`src/rtl/rf_pkg.sv`:
```
// rtl/rf_pkg.sv - shared register-file widths, typedefs and helpers
package rf_pkg;
    localparam int DATA_W = 20;
    localparam int ADDR_W = 4;
    localparam int NREG   = 16;

    typedef logic [ADDR_W-1:0] reg_addr_t;
    typedef logic [DATA_W-1:0] reg_data_t;
    typedef logic [ADDR_W:0]   reg_cnt_t;

    function automatic reg_cnt_t popcount(input logic [NREG-1:0] v);
        reg_cnt_t c;
        c = '0;
        for (int i = 0; i < NREG; i++) begin
            c = c + reg_cnt_t'(v[i]);
        end
        return c;
    endfunction
endpackage

```
`src/rtl/rf_scoreboard.sv`:
```
// rtl/rf_scoreboard.sv - per-register load-pending bits, population count and sticky error
module rf_scoreboard
    import rf_pkg::*;
(
    input  logic            clk,
    input  logic            rst,
    input  logic            wr_en,
    input  reg_addr_t       wr_addr,
    input  logic            pend_set,
    input  reg_addr_t       pend_addr,
    output logic [NREG-1:0] pending,
    output reg_cnt_t        pend_cnt,
    output logic            pend_err
);
    logic [NREG-1:0] pending_q, pending_d;
    reg_cnt_t        cnt_q, cnt_d;
    logic            err_q, err_d;
    logic            wr_hits_pend;

    assign wr_hits_pend = wr_en && (wr_addr == pend_addr);

    always_comb begin
        pending_d = pending_q;
        // Clear first so a same-address set (the younger load) wins.
        if (wr_en) begin
            pending_d[wr_addr] = 1'b0;
        end
        if (pend_set) begin
            pending_d[pend_addr] = 1'b1;
        end
        cnt_d = popcount(pending_d);
        err_d = err_q | (pend_set & pending_q[pend_addr] & ~wr_hits_pend);
    end

    always_ff @(posedge clk or posedge rst) begin
        if (rst) begin
            pending_q <= '0;
            cnt_q     <= '0;
            err_q     <= 1'b0;
        end else begin
            pending_q <= pending_d;
            cnt_q     <= cnt_d;
            err_q     <= err_d;
        end
    end

    assign pending  = pending_q;
    assign pend_cnt = cnt_q;
    assign pend_err = err_q;
endmodule

```
`src/rtl/register_file_core.sv`:
```
// rtl/register_file_core.sv - register storage with write bypass and load-pending stall
module register_file_core
    import rf_pkg::*;
(
    input  logic              clk,
    input  logic              rst,
    input  logic [ADDR_W-1:0] rd_addr1,
    input  logic [ADDR_W-1:0] rd_addr2,
    input  logic              rd_used1,
    input  logic              rd_used2,
    output logic [DATA_W-1:0] rd_data1,
    output logic [DATA_W-1:0] rd_data2,
    input  logic              wr_en,
    input  logic [ADDR_W-1:0] wr_addr,
    input  logic [DATA_W-1:0] wr_data,
    input  logic              pend_set,
    input  logic [ADDR_W-1:0] pend_addr,
    output logic              stall,
    output logic              pend_err,
    output logic [ADDR_W:0]   pend_cnt
);
    reg_data_t       regs_q [NREG];
    reg_data_t       regs_d [NREG];
    logic [NREG-1:0] pending;
    logic            byp1, byp2;

    rf_scoreboard u_scoreboard (
        .clk       (clk),
        .rst       (rst),
        .wr_en     (wr_en),
        .wr_addr   (wr_addr),
        .pend_set  (pend_set),
        .pend_addr (pend_addr),
        .pending   (pending),
        .pend_cnt  (pend_cnt),
        .pend_err  (pend_err)
    );

    always_comb begin
        regs_d = regs_q;
        if (wr_en) begin
            regs_d[wr_addr] = wr_data;
        end
    end

    always_ff @(posedge clk or posedge rst) begin
        if (rst) begin
            for (int i = 0; i < NREG; i++) begin
                regs_q[i] <= '0;
            end
        end else begin
            regs_q <= regs_d;
        end
    end

    // A same-cycle write both supplies the operand and retires the pending load.
    always_comb begin
        byp1     = wr_en && (wr_addr == rd_addr1);
        byp2     = wr_en && (wr_addr == rd_addr2);
        rd_data1 = byp1 ? wr_data : regs_q[rd_addr1];
        rd_data2 = byp2 ? wr_data : regs_q[rd_addr2];
        stall    = (rd_used1 & pending[rd_addr1] & ~byp1)
                 | (rd_used2 & pending[rd_addr2] & ~byp2);
    end
endmodule

```
`config.mk`:
```
export PLATFORM = sky130hd
export DESIGN_NAME = register_file_core
export DESIGN_NICKNAME = d
export VERILOG_FILES = /design/src/rtl/rf_pkg.sv /design/src/rtl/rf_scoreboard.sv /design/src/rtl/register_file_core.sv
export SDC_FILE = /design/constraint.sdc
export NUM_CORES = 1
export LEC_CHECK = 0
export BUFFER_PORTS_ARGS = -buffer_cell sky130_fd_sc_hd__buf_2
export CELL_PAD_IN_SITES_DETAIL_PLACEMENT = 0
export CELL_PAD_IN_SITES_GLOBAL_PLACEMENT = 2
export CORE_MARGIN = 2
export CORE_UTILIZATION = 50
export CTS_CLUSTER_SIZE = 24
export DETAILED_ROUTE_END_ITERATION = 6
export PLACE_DENSITY = 0.9
export SYNTH_ARGS = -nofsm -noshare
export SYNTH_HDL_FRONTEND = slang
export SYNTH_SLANG_ARGS = --single-unit
```
`constraint.sdc`:
```
create_clock -name clk -period 30.5 [get_ports clk]
set_clock_uncertainty 0.2 [all_clocks]
set_input_delay 6.1 -clock clk [delete_from_list [all_inputs] [get_ports clk]]
set_output_delay 6.1 -clock clk [all_outputs]
set_load 0.05 [all_outputs]
```
==> flow_metrics.py <==
metrics = {
    "floorplanning": {
        "die-area_sq_um": 40100,
        "die_h_um": 200,
        "die-width_um": 200,
        "initial_core_util_pct": 50.9,
        "ioPinCount": 89,
        "num_rows": 71,
        "core-area_sq_um": 37800,
    },
    "worst_setup_path": {
        "r2r-start": "u_scoreboard.pending[0]",
        "rrSetupSlack_ps": 26140,
        "crit_type": "in -> out",
        "reg2reg_to": "u_scoreboard.pend_cnt[4]",
        "worstSetupStartpointType": "input pin",
        "reg2regPathDepth": 12,
        "crit_fanout": 45,
        "critPathCaptureType": "output port",
        "required_ps": 24200,
        "worstPathArrival_ps": 8980,
    },
    "clocking": {
        "cts-buffers-inserted": 39,
        "clk_latency_ps": 530,
        "postCtsSetupBuffers": 0,
        "htree_levels": 2,
        "cts-root-buf": "clkbuf_16",
        "cts-hold-fix-buffers": 0,
        "cts.clk_slew.worst_paths_ps": 70,
        "cts.sinks": 342,
        "cts.path.max_buffers": 3,
        "cts_tree": "yes",
        "cts.repair.resized": 0,
    },
    "power": {
        "combPwrFrac_pct": 31.0,
        "p_seq_share_pct": 39.2,
        "p_sw_uw": 505,
        "pwr_density_cell_nw_per_um2": 76.1,
        "worst_ir_drop_vdd_uv": 62.1,
        "p_sw_share_pct": 31.1,
        "clkPwrFrac_pct": 29.7,
        "p_leak_uw": 0.00918,
        "p_int_uw": 1120,
    },
    "yosys": {
        "syn-num-nets": 1311,
        "syn_area_sq_um": 19300,
        "yosysTopAreaCellShare_pct": 44.4,
        "yosysUniqueCellTypes": 38,
        "ys_async_sr_fraction_pct": 100,
        "synthSimpleGateAreaFrac_pct": 1.75,
        "synthXorXnorAreaFrac_pct": 0.636,
        "synth-adder-area-share_pct": 1.36,
        "synth-edff-count": 0,
        "synth_compound_area_share_pct": 0.915,
        "postSynthAreaPerCell_sq_um": 15.4,
        "synth_cells": 1254,
        "synth_top_family_by_area": "multiplexers",
        "synth_area_leaders": "dfrtp_1, mux4_2, mux2_2",
        "ys_seq_area_share_pct": 44.4,
        "synthMuxAreaShare_pct": 47.3,
        "synth_seq_cells": 342,
        "synth_largest_area_cell": "dfrtp_1",
        "synthFlopType": "dfrtp_1",
        "ys.warnings.count": 0,
    },
    "sta": {
        "setup_viol_count_final": 0,
        "fin_crit_ps": 15280,
        "relSlewSlack_pct": 25.6,
        "max_freq_ghz": 0.0654,
        "finalHoldViolCount": 0,
        "rsz0062_at_grt": "false",
        "fin_setup_tns_ps": 0,
        "worst_slack_ps": 15220,
        "tightest_slew_ps": 1120,
        "drv_slew": 0,
        "period_share_pct": 50.1,
    },
    "cells_and_area": {
        "area_growth_pct": 10.7,
        "nets": 1348,
        "drive_above_1_share_pct": 48.3,
        "diodes": 0,
        "stdcell_count": 1829,
    },
    "drt": {
        "antenna_left": 0,
        "drc": 0,
        "routedWlPerCell_um": 26.0,
        "first_iter_violations": 770,
        "vias_per_cell": 6.24,
        "vias": 11400,
        "wl_mm": 47.5,
        "drt_first_pass_iters": 5,
    },
    "placement": {
        "place_ws_ps": 15130,
        "gp_congestion": 0.811,
        "portBuffers": 88,
        "dpl.hpwl_mm": 26.3,
        "dpl.cell_count": 1761,
    },
    "grt": {
        "overflow": 0,
        "grt_pass1_vias": 12000,
        "grt_max_degree": 153,
        "antenna_found_initial": 1,
        "grt_pass1_wl_mm": 73.2,
        "grt_usage_pct": 23.9,
    },
    "hold_path": {
        "hold_end": "u_scoreboard.pend_err",
        "min_path_cells": 1,
        "hold_path.class": "reg -> reg",
        "hold_start": "u_scoreboard.pend_err",
    },
    "run": {
        "drv_cap": 0,
    },
    "outcome": {
        "outcome": "finished, final reports clean",
    },
}
## sequential cells by signal, indices dropped and copies added, names as in the netlist
name	count
regs_q	320
u_scoreboard.pend_err	1
u_scoreboard.pend_cnt	5
u_scoreboard.pending	16
## worst max-delay path by stage
stage | start | to | slack, ps
6_report | rd_addr1[0] | rd_data1[1] | 15220
2_1_floorplan | rst | regs_q[0] | 14720
3_3_place_gp | rd_addr1[0] | rd_data1[1] | 15180
4_1_cts | rd_addr1[0] | rd_data1[1] | 15130
5_1_grt | rd_addr1[0] | rd_data1[1] | 14930
3_5_place_dp | rd_addr1[0] | rd_data1[19] | 15130
## per-layer routing
metal	global-route usage, %	part of all wire (%)
met4	6.59	2.5
met2	40.2	49
met3	3.34	4.6
met1	32.7	43
met5	0	0.027
## Yosys cell counts (7+ instances only)
master    instances
mux2_2          282
nor2b_1           7
mux2i_1         120
fa_1             10
mux2_1           78
xor2_1           10
buf_2            62
nand2_1          16
inv_1            21
clkbuf_1         31
dfrtp_1         342
nand3_1          10
mux4_2          172
buf_6            12
buf_1            13
o21ai_0           8
nor2_1           10
## metrics by stage
step,util [%],hold WS (ps),cell area [sq um],power (uW)
after floorplan,-,270,19300,1040
after global placement,52.9,247,20000,1130
after detailed placement,52.9,250,20000,1150
after CTS,56.4,265,21300,1640
after global routing,56.4,294,21300,1720
final,56.4,261,21300,1620
## layout by cell type (no fill, tap or decap), types with 2 or more instances in the layout
| master | instances |
|---|---|
| nor2_1 | 8 |
| clkbuf_1 | 12 |
| a21oi_1 | 2 |
| a32o_1 | 2 |
| nor3_2 | 5 |
| clkbuf_8 | 4 |
| fa_1 | 10 |
| ha_1 | 5 |
| mux2i_1 | 120 |
| and3_1 | 2 |
| a22o_1 | 5 |
| buf_2 | 84 |
| xor2_1 | 10 |
| mux4_2 | 172 |
| dfrtp_1 | 342 |
| clkbuf_16 | 41 |
| xnor2_1 | 4 |
| bufinv_16 | 5 |
| o22ai_1 | 2 |
| nand2_1 | 16 |
| buf_6 | 2 |
| nand3_1 | 9 |
| o21ai_0 | 8 |
| nand2b_1 | 3 |
| mux2_2 | 282 |
| and4_1 | 2 |
| inv_1 | 20 |
| mux2_1 | 78 |
| nand4_1 | 3 |
| clkinv_2 | 6 |
| nand3b_1 | 4 |
| nor2_2 | 2 |
| buf_4 | 28 |
| nor2b_1 | 7 |
| nor4_2 | 2 |
## worst max-delay path, stage by stage
cell and delay, ps:
buf_6 480, buf_4 870, mux4_2 610, mux2i_1 220, mux2i_1 130, mux2_2 330, buf_2 220
## cell type report
type,count,area [sq um]
Fill cell,3116,16500
Multi-Input combinational cell,772,10100
Sequential cell,342,8560
Clock inverter,11,180
Tap cell,511,639
Timing Repair Buffer,115,673
Clock buffer,57,1130
Inverter,21,86.3
## logic make-up (layout without fill, tap and decap cells)
family | Yosys count | after routing
buf+inv | 140 | 204
compound gates | 25 | 25
mux | 652 | 652
xor+xnor | 14 | 14
simple gates | 66 | 66
flops | 342 | 342
fa+ha+maj | 15 | 15
## power groups by stage
| stage | Sequential [uW] | Combinational [uW] | Clock (uW) |
|---|---|---|---|
| floorplan | 630 | 411 | 0 |
| global route | 651 | 553 | 511 |
| finish | 637 | 504 | 483 |
| CTS | 635 | 512 | 492 |
| detailed placement | 643 | 509 | 0 |
| global placement | 633 | 498 | 0 |
(Power assumes the default switching activity.)
